## src/rtl/pulse_pkg.sv

```systemverilog
// Shared definitions for the pulse generator / pulse meter pair.
// Holds the meter FSM state type and the default counter widths so that the
// generator's interval planning and the meter agree on the measurable range.
package pulse_pkg;

  // Default width of cycle counters and measurement outputs.
  localparam int CNT_W_DEF  = 16;
  // Default width of the published-measurement counter.
  localparam int PCNT_W_DEF = 16;

  typedef enum logic [1:0] {
    IDLE = 2'd0,
    HIGH = 2'd1,
    LOW  = 2'd2
  } meter_state_t;

endpackage

```

## src/rtl/pulse_edge_det.sv

```systemverilog
// Edge detector for the pulse meter input, with an optional 2-cycle agreement
// glitch filter (enabled by defining PULSE_METER_GLITCH_EN).
// Latency: rise/fall are combinational off the raw input, or 2 cycles later when filtered.
// Ports: clk, reset (sync, active-high), pulse_in (raw level) -> rise, fall (1-cycle strobes).
module pulse_edge_det (
  input  logic clk,
  input  logic reset,
  input  logic pulse_in,
  output logic rise,
  output logic fall
);

  logic lvl;
  logic pulse_d;

`ifdef PULSE_METER_GLITCH_EN
  logic samp;
  logic filt;

  // The filtered level only moves once the raw input has shown the same new
  // value on two consecutive cycles, so a single-cycle glitch never gets through.
  always_ff @(posedge clk) begin
    if (reset) begin
      samp <= 1'b0;
      filt <= 1'b0;
    end else begin
      samp <= pulse_in;
      if (pulse_in == samp) filt <= pulse_in;
    end
  end

  assign lvl = filt;
`else
  assign lvl = pulse_in;
`endif

  // Tracks the level every cycle regardless of enable, so a level that is
  // already high when measurement starts is never mistaken for a rise.
  always_ff @(posedge clk) begin
    if (reset) pulse_d <= 1'b0;
    else       pulse_d <= lvl;
  end

  assign rise = lvl & ~pulse_d;
  assign fall = ~lvl & pulse_d;

endmodule

```

## src/rtl/pulse_meter.sv

```systemverilog
// Measures high width and rise-to-rise period of a pulse train in clk cycles and
// publishes one {width, period} per completed period over valid/ready.
// Optional input glitch filter: define PULSE_METER_GLITCH_EN (adds 2 cycles latency).
// Ports: clk, reset (sync, active-high), enable, pulse_in, clr_flags, meas_ready in;
//        meas_width, meas_period, meas_valid, overrun, timeout, pulse_count out.
module pulse_meter
  import pulse_pkg::*;
#(
  parameter int CNT_W  = CNT_W_DEF,
  parameter int PCNT_W = PCNT_W_DEF
) (
  input  logic              clk,
  input  logic              reset,
  input  logic              enable,
  input  logic              pulse_in,
  input  logic              clr_flags,
  output logic [CNT_W-1:0]  meas_width,
  output logic [CNT_W-1:0]  meas_period,
  output logic              meas_valid,
  input  logic              meas_ready,
  output logic              overrun,
  output logic              timeout,
  output logic [PCNT_W-1:0] pulse_count
);

  localparam logic [CNT_W-1:0]  CNT_MAX  = '1;
  localparam logic [CNT_W-1:0]  CNT_ONE  = {{(CNT_W-1){1'b0}}, 1'b1};
  localparam logic [PCNT_W-1:0] PCNT_ONE = {{(PCNT_W-1){1'b0}}, 1'b1};

  meter_state_t     state;
  logic [CNT_W-1:0] cnt;
  logic [CNT_W-1:0] width_r;
  logic             rise;
  logic             fall;
  logic             publish;
  logic             to_set;
  logic             ovr_set;

  pulse_edge_det u_edge (
    .clk      (clk),
    .reset    (reset),
    .pulse_in (pulse_in),
    .rise     (rise),
    .fall     (fall)
  );

  // Saturation takes priority over any edge in the same cycle: a period that
  // ran the counter out is never published.
  always_comb begin
    to_set  = 1'b0;
    publish = 1'b0;
    if (enable && (state != IDLE)) begin
      if (cnt == CNT_MAX)                to_set  = 1'b1;
      else if ((state == LOW) && rise)   publish = 1'b1;
    end
  end

  // A publish that finds the output still occupied and not being taken is dropped.
  assign ovr_set = publish & meas_valid & ~meas_ready;

  always_ff @(posedge clk) begin
    if (reset) begin
      state       <= IDLE;
      cnt         <= '0;
      width_r     <= '0;
      meas_width  <= '0;
      meas_period <= '0;
      meas_valid  <= 1'b0;
      overrun     <= 1'b0;
      timeout     <= 1'b0;
      pulse_count <= '0;
    end else begin
      // Measurement FSM
      if (!enable) begin
        state   <= IDLE;
        cnt     <= '0;
        width_r <= '0;
      end else begin
        case (state)
          IDLE: begin
            if (rise) begin
              cnt   <= CNT_ONE;
              state <= HIGH;
            end
          end
          HIGH: begin
            if (to_set) begin
              cnt   <= '0;
              state <= IDLE;
            end else begin
              cnt <= cnt + CNT_ONE;
              if (fall) begin
                width_r <= cnt;
                state   <= LOW;
              end
            end
          end
          LOW: begin
            if (to_set) begin
              cnt   <= '0;
              state <= IDLE;
            end else if (rise) begin
              cnt   <= CNT_ONE;
              state <= HIGH;
            end else begin
              cnt <= cnt + CNT_ONE;
            end
          end
          default: begin
            cnt   <= '0;
            state <= IDLE;
          end
        endcase
      end

      // Output register: holds data stable until accepted
      if (publish && (!meas_valid || meas_ready)) begin
        meas_width  <= width_r;
        meas_period <= cnt;
        meas_valid  <= 1'b1;
        pulse_count <= pulse_count + PCNT_ONE;
      end else if (meas_valid && meas_ready) begin
        meas_valid <= 1'b0;
      end

      // Sticky flags: a set in the same cycle as a clear wins
      overrun <= ovr_set | (overrun & ~clr_flags);
      timeout <= to_set  | (timeout & ~clr_flags);
    end
  end

endmodule
```

## config.mk

```make
export PLATFORM = sky130hd
export DESIGN_NAME = pulse_meter
export DESIGN_NICKNAME = d
export VERILOG_FILES = /design/src/rtl/pulse_pkg.sv /design/src/rtl/pulse_edge_det.sv /design/src/rtl/pulse_meter.sv
export SDC_FILE = /design/constraint.sdc
export NUM_CORES = 1
export LEC_CHECK = 0
export CAP_MARGIN = 20
export CORE_AREA = 2 2 117 96
export DETAILED_ROUTE_END_ITERATION = 10
export DIE_AREA = 0 0 119 98
export HOLD_SLACK_MARGIN = 0.15
export PLACE_DENSITY = 0.67
export SYNTH_ARGS = -nofsm -noshare
export SYNTH_HDL_FRONTEND = slang
export SYNTH_SLANG_ARGS = --single-unit
export TNS_END_PERCENT = 1
```

## constraint.sdc

```tcl
create_clock -name clk -period 1.9 [get_ports clk]
set_input_delay 0.57 -clock clk [delete_from_list [all_inputs] [get_ports clk]]
set_output_delay 0.57 -clock clk [all_outputs]
set_load 0.03 [all_outputs]
```

Word-level counts from Yosys, hierarchy flattened
Cells that the tools add are included.
- bits of input ports: 6
- RAM bits: 0
- memories kept: 0
- bits in latches: 0
- output and inout bits: 51
- register bits after elaboration: 86
- word-level logic and storage cells: 59
- memory bits (read-only): 0
- bitwise logic cells: 14
- mux-type cells: 17
- reduce and logical (&&, ||, !) cells: 11
- add/subtract/negate cells: 2
- shift operators: 0
- divide/modulo/power cells: 0
- multipliers: 0
- equality and inequality tests: 5
- order comparisons: 0
- operators with widths (operator ; count):
    16-bit 2-to-1 mux ; 4
    16-bit case mux with 3 select lines ; 1
    16-bit by 1-bit adder with 16-bit output (second input constant) ; 2
    16-bit == test (second input constant) ; 1
    2-bit 2-to-1 mux ; 4
    1-bit 2-to-1 mux ; 7
    1-bit AND ; 6
    1-bit NOT ; 6
    2-bit case mux with 3 select lines ; 1
    1-bit logical AND ; 4
    2-bit nonzero test ; 2
    3-bit != test (second input constant) ; 1
    3-bit AND reduction ; 1
    2-bit by 1-bit == test with 1-bit output (second input constant) ; 1
    2-bit == test (second input constant) ; 1
    2-bit logical NOT ; 1
    2-bit != test (second input constant) ; 1
    1-bit bitwise OR ; 2
    2-bit OR reduction ; 1
    1-bit logical NOT ; 1
    1-bit logical OR ; 1

Logic depth before layout (Yosys ltp)
Gate-level depths: netlist of the first run.
- depth after elaboration: 9
- gate-level depth with buffers: 9
- mapped depth without buffers: 6

Modules after synthesis
A second synthesis of the first run with hierarchy kept.
- cell total of the unflattened synthesis: 450
- area, all modules: 3559.7 µm²
- modules (own cells, without submodules) (module ; cells an instance ; sequential area each (µm²) ; instances ; area an instance (µm²)):
    pulse_meter ; 446 ; 1701.6 ; 1 ; 3520.9
    pulse_edge_det ; 4 ; 20.0 ; 1 ; 38.8

Worst setup path before layout of the first run
Ideal clock, no wire load.
- kind: flip-flop to flip-flop
- start: register cnt[0]
- end: register pulse_count[2]
- data arrival time: 2024 ps
- stages on the path, launching flop included: 9
- clock period less this slack: 2147 ps
- setup time: 123 ps
- path slack: -247 ps
- path through: dfxtp_1 > ha_1 > nand3_1 > or4_1 > buf_2 > and3_1 > buf_6 > nand2_1 > mux2_1
- cells in the longest elaborated chain, start to end: 4
- RTL lines (element ; RTL line ; RTL):
    start, declared ; pulse_meter.sv:31 ; logic [CNT_W-1:0] cnt;
    start signal, assigned ; pulse_meter.sv:91 ; cnt <= cnt + CNT_ONE;
    start signal, assigned ; pulse_meter.sv:106 ; cnt <= cnt + CNT_ONE;
    16-bit == test ; pulse_meter.sv:53 ; if (cnt == CNT_MAX) to_set = 1'b1;
    1-bit 2-to-1 mux ; pulse_meter.sv:53 ;
    1-bit 2-to-1 mux ; pulse_meter.sv:52 ; if (enable && (state != IDLE)) begin
    1-bit logical AND ; pulse_meter.sv:117 ; if (publish && (!meas_valid || meas_ready)) begin
    end signal, assigned ; pulse_meter.sv:121 ; pulse_count <= pulse_count + PCNT_ONE;
    end, declared ; pulse_meter.sv:23 ; output logic [PCNT_W-1:0] pulse_count
No other way between the ends.
A chain may end at the register's enable or synchronous reset.

Final worst setup path of the first run
- start: register cnt[0]
- end: register meas_width[4]
- cells in the longest elaborated chain, start to end: 4
- RTL lines (element ; RTL line ; RTL):
    16-bit == test ; pulse_meter.sv:53 ;
    1-bit 2-to-1 mux ; pulse_meter.sv:53 ;
    1-bit 2-to-1 mux ; pulse_meter.sv:52 ;
    1-bit logical AND ; pulse_meter.sv:117 ;
    end signal, assigned ; pulse_meter.sv:118 ; meas_width <= width_r;
    end, declared ; pulse_meter.sv:17 ; output logic [CNT_W-1:0] meas_width,
No other way between the ends.

==> results of run 1 <==
## Yosys cell counts, drive strengths merged, types with 2 or more instances
master	instances
nor4	5
mux2	2
ha	2
dfxtp	86
a31oi	3
buf	16
xnor2	2
xor2	12
inv	9
nand4	13
o21ai	16
nand2	114
nor2	31
or3	11
nor3	6
or4	2
or2	2
and3	6
and4	2
nor2b	7
nand3	10
a21oi	66
nand2b	5
clkbuf	13
nand4b	3
## layout make-up
class	instances	area share (%)
Clock buffer	12	4.562
Clock inverter	4	0.9172
Inverter	9	0.6517
Multi-Input combinational cell	329	35.80
Sequential cell	86	33.60
Tap cell	144	3.476
Timing Repair Buffer	120	21.00
## state kept, by name (all words and copies together), names as in the netlist
signal / cells
u_edge.pulse_d: 1
timeout: 1
meas_valid: 1
meas_period: 16
cnt: 16
state: 2
overrun: 1
meas_width: 16
width_r: 16
pulse_count: 16
## repair_timing
action | in CTS | in global routing
gates cloned | 0 | 5
buffers inserted | 0 | 5
setup endpoints to repair | 80 | 65
endpoints found under the hold margin | 0 | 0
resized for setup | 61 | 38
pin swaps | 0 | 39
## how the worst min path moves through the flow
stage / from / to / slack (ns) / cells after the start
after floorplan: width_r[0]$_SDFFE_PP0P_ / meas_width[0]$_SDFFE_PP0P_ / 0.43 / 2
after global placement: meas_period[6]$_SDFFE_PP0P_ / meas_period[6]$_SDFFE_PP0P_ / 0.44 / 2
after detailed placement: width_r[0]$_SDFFE_PP0P_ / meas_width[0]$_SDFFE_PP0P_ / 0.45 / 2
after CTS: meas_period[7]$_SDFFE_PP0P_ / meas_period[7]$_SDFFE_PP0P_ / 0.45 / 2
after global routing: width_r[1]$_SDFFE_PP0P_ / width_r[1]$_SDFFE_PP0P_ / 0.47 / 2
final: meas_width[7]$_SDFFE_PP0P_ / meas_width[7]$_SDFFE_PP0P_ / 0.45 / 2
## cell families after synthesis
family,Yosys count,synth area share [%]
multiplexers,2,0.6278
flip-flops,86,47.99
XOR/XNOR,14,3.418
AO/OA/AOI/OAI,92,13.53
AND/OR/NAND/NOR,219,28.50
adder cells (fa/ha/maj),2,0.6975
buffers and inverters,38,5.232
## through the flow
step	setup WS, ns	total power (uW)	TNS (ns)	hold WS (ns)	instances
6_report	0.01359	3655	0	0.4483	704
5_1_grt	-0.07735	3784	-2.193	0.4660	704
2_1_floorplan	-0.02464	1921	-0.02464	0.4321	453
3_3_place_gp	-0.5102	1985	-27.16	0.4443	679
4_1_cts	-0.01133	3664	-0.01239	0.4540	695
3_5_place_dp	-0.6465	1989	-30.59	0.4465	679
## per-layer routing
| metal | vias to the layer above | track usage [%] |
|---|---|---|
| li1 | 1752 | - |
| met1 | 1647 | 24.92 |
| met2 | 113 | 26.17 |
| met3 | 15 | 4.673 |
| met4 | 0 | 4.396 |
| met5 | - | 0 |
## power by group
group	leakage [uW]	internal, uW	switching, uW
Sequential	0.000700	1810	5.89
Clock	0.000137	1010	681
Combinational	0.00125	59.3	88.7
Total	0.00208	2880	776
## worst max-delay path, stage by stage (launching register included)
cell and delay (ns):
dfxtp_4 0.35, ha_4 0.16, nand3_4 0.07, or4_4 0.57, buf_6 0.15, nand3_4 0.13, clkbuf_16 0.20, nand2_1 0.07
a21oi_2 0.10
==> flow_summary.ini, run 1 <==
[global_routing]
grt_pass1_wl_um = 16280
grt_max_degree = 41
track_usage_pct = 17.46
grt_pass1_vias = 3261
overflow = 0
antenna_found_initial = 0

[finish]
seq_area_um2 = 1742
fin_area_um2 = 5184
drive_above_1_share_pct = 23.57
final_util_pct = 48.94
n_fill_cell = 1032
final_common_cell = nand2_1
final_cell_mix = nand2_1, dfxtp_1, buf_4
insertedDiodeCount = 0
syn_to_final_growth_pct = 44.51
multi_input_area_um2 = 1856
fin_nets = 563

[place]
place_area_um2 = 4661
gp_congestion = 0.8682
port-buffer-count = 56
place_hpwl_um = 7098

[synthesis]
synth.net_count = 461
synth_warnings = 0
synth-seq-cells = 86
synth_top_cell_area_share_pct = 47.99
yosys-top-cells-area = dfxtp_1, nand2_1, a21oi_1, nor2_1, xor2_1
synth_edf_count = 0
async_flop_share_pct = 0
syn_area_um2 = 3587
yosysSeqAreaShare_pct = 47.99
synthCells = 453
yosys.area.top_type = dfxtp_1
synth_area_per_cell_um2 = 7.919
yosys_most_used_dff = dfxtp_1
yosysUniqueCellTypes = 41

[sta]
clock_skew_ns = 0.004484
rsz0062_at_grt = yes
min_period_over_period_pct = 99.28
min_period_ns = 1.886
hold_viol = 0
setup_viol_count_final = 0
relSlewSlack_pct = 71.43
worst_slew_pin_slew_ns = 0.4286
fmaxAchievable_mhz = 530.1
drv_slew = 0

[detailed_routing]
met2WireLength_um = 4670
postRouteWirelength_um = 10480
vias = 3527
met3WireLength_um = 635
drtPass1Iterations = 5
drc = 0
avgRoutedWirePerCell_um = 14.88
highest_layer = met4
ant_nets = 0
met1Wirelength_um = 5026
vias_per_cell = 5.010
drt_iter0_markers = 207

[setup_path]
crit_path_max_fanout = 8
cp-start-kind = flop
setup.worst_path.end = meas_width[4]$_SDFFE_PP0P_
critPathCaptureType = flop
regToRegStartpoint = cnt[0]$_SDFFE_PP0P_
worstPathRequired_ns = 2.17
r2r_setup_slack_ns = 0.01
r2r_cells = 8
crit_start = cnt[0]$_SDFFE_PP0P_
arrival_ns = 2.16
worstReg2RegEnd = meas_width[4]$_SDFFE_PP0P_
critPathKind = flop to flop

[floorplan]
num_rows = 34
die_h_um = 98
chipWidth_um = 119
start_util_pct = 33.86
dieArea_um2 = 11660
pin_count = 57
core_area_um2 = 10590

[run_status]
status = completed

[pwr]
cellPowerDensity_nw_per_um2 = 705.1
power_leakage_uw = 0.002084
ir_drop_mv = 0.3708

[cts]
clk_latency_ns = 0.34
cts_root_buffer = clkbuf_16
cts_buffer_depth = 2
tritoncts = yes
cts_num_sinks = 86
cts_max_level = 3
holdBufCountCts = 0
numCtsBuffers = 9
clkSlewWorstSetupHoldPaths_ns = 0.06

[worst_hold_path]
hold_path_class = flop to flop

[run]
maxCapViolCount = 0
(Power assumes the default switching activity.)
==> run 2: changes to the inputs <==
CAP_MARGIN = unset   (was 20)
==> results of run 2 <==
No change in the layout: final DEF, timing and power equal those of run 1.
==> run 3: changes to the inputs <==
CTS_BUF_LIST = sky130_fd_sc_hd__clkbuf_2 sky130_fd_sc_hd__clkbuf_4 sky130_fd_sc_hd__clkbuf_8   (was unset)
PLACE_DENSITY = 0.65   (was 0.67)
clock period = 2.2 ns   (was 1.9 ns; I/O delays follow)
==> run 3 against run 2 <==
Global-route usage down 0.11 points. Non-clock buffer count fell by 13. Final cell count down 2.0%. Design area is 7.2% lower. Critical endpoint is now pulse_count[0]. Register-to-register slack improved by 0.22 ns. Count of clock-buffer cells in the layout did not move.
==> flow_summary.ini, run 3 (same netlist as run 1, synthesis figures left out) <==
[detailed_routing]
avgRoutedWirePerCell_um = 13.88
drt_iter0_markers = 156
postRouteWirelength_um = 9577
drc = 0
ant_nets = 0
vias = 3369
drtPass1Iterations = 4
vias_per_cell = 4.883

[cts]
numCtsBuffers = 9
clkSlewWorstSetupHoldPaths_ns = 0.08
cts_root_buffer = clkbuf_8
cts_max_level = 3
cts_num_sinks = 86
holdBufCountCts = 0
clk_latency_ns = 0.36
cts_buffer_depth = 2
tritoncts = yes

[sta]
setup_tns_ns = 0
fmaxAchievable_mhz = 467.6
hold_viol = 0
drv_slew = 0
setup_viol_count_final = 0
min_period_over_period_pct = 97.21
rsz0062_at_grt = yes
min_period_ns = 2.139
timing.hold.ws_ns = 0.4560
worst_slew_pin_slew_ns = 0.6053
clock_skew_ns = 0.01137
relSlewSlack_pct = 59.60

[floorplan]
chipWidth_um = 119
dieArea_um2 = 11660
start_util_pct = 33.86
num_rows = 34
die_h_um = 98
core_area_um2 = 10590
pin_count = 57

[setup_path]
path_buf_inv = 1
arrival_ns = 1.48
crit_chain = clkdlybuf4s50_1
regToRegStartpoint = cnt[0]$_SDFFE_PP0P_
critPathCaptureType = primary output
slowest_delay_ns = 0.70
crit_start = pulse_count[0]$_SDFFE_PP0P_
cp-start-kind = flop
crit_path_max_fanout = 4
critPathKind = flop to primary output
crit_family = buffers and inverters
worstPathRequired_ns = 1.54
crit_path_top_delay_cell = clkdlybuf4s50_1

[global_routing]
antenna_found_initial = 0
grt_pass1_vias = 3298
grt_pass1_wl_um = 16210
overflow = 0
grt_max_degree = 40
track_usage_pct = 17.35

[finish]
fin_nets = 550
drive_above_1_share_pct = 13.37
final_common_cell = nand2_1
final_cell_mix = nand2_1, dfxtp_1, a21oi_1
insertedDiodeCount = 0
syn_to_final_growth_pct = 34.04

[run]
maxCapViolCount = 0

[worst_hold_path]
hold_path_class = flop to flop
hold_start = meas_period[13]$_SDFFE_PP0P_

[place]
gp_congestion = 0.8749
place_hpwl_um = 7172
port-buffer-count = 56

[pwr]
power_leakage_uw = 0.001719
ir_drop_mv = 0.3213
cellPowerDensity_nw_per_um2 = 607.9

[run_status]
status = completed
-- run 3: cell count changes in the layout (fill, tap and decap cells not counted), sizes merged --
| cell | change |
|---|---|
| dlymetal6s2s | +3 |
| clkinv | -2 |
| buf | -9 |
| dlygate4sd2 | -53 |
| clkdlybuf4s50 | +50 |
| clkbuf | -4 |
| bufinv | +1 |
-- run 3: stage by stage --
step                      instance area (um2)  total power, uW  worst slack (ns)  util [%]  std cells
final                                    4808             2923           0.06135     45.39        690
after global routing                     4808             3037         -0.004444     45.39        690
after CTS                                4793             2957           0.02174     45.25        690
after detailed placement                 4564             1713           -0.3888     43.09        675
after global placement                   4564             1712           -0.3138     43.09        675
after floorplan                          3587             1660           0.05305         -        453
-- run 3: worst paths after layout --
path | slack (ns) | cells after the start | endpoint
min | 0.46 | 2 | meas_period[13]$_SDFFE_PP0P_
min reg2reg | 0.46 | 2 | meas_period[13]$_SDFFE_PP0P_
max | 0.06 | 1 | pulse_count[0]
max reg2reg | 0.23 | 8 | meas_period[0]$_SDFFE_PP0P_
-- run 3: repair_timing --
| item | CTS | global route |
|---|---|---|
| setup buffers | 0 | 0 |
| gates resized for setup | 1 | 5 |
| endpoints found under the setup margin | 4 | 6 |
-- run 3: area by class of cell --
class                           instances  area (um2)
Tap cell                              144       180.2
Inverter                                9       33.78
Clock inverter                          3       67.56
Fill cell                            1050        5784
Timing Repair Buffer                  107       965.9
Sequential cell                        86        1722
Clock buffer                           12       158.9
Multi-Input combinational cell        329        1680
-- run 3: power breakdown --
part	internal (uW)	switching, uW
Clock	708	537
Sequential	1560	4.34
Combinational	46.7	68.0
Total	2310	610
-- run 3: worst register-to-register path: stages (launching register included) --
cell and delay (ns):
dfxtp_1 0.34, ha_1 0.25, nand3_1 0.12, or4_1 0.46, buf_4 0.22, nand3_2 0.08, buf_4 0.22, nand2_1 0.09
a21oi_1 0.14
-- run 3: layer usage --
metal,vias to the layer above,share of wire [%],GRT usage [%]
met5,-,0,0
met4,0,1.8,6.502
met3,12,5.4,5.140
met2,82,44,26.17
met1,1563,49,23.47
li1,1712,-,-
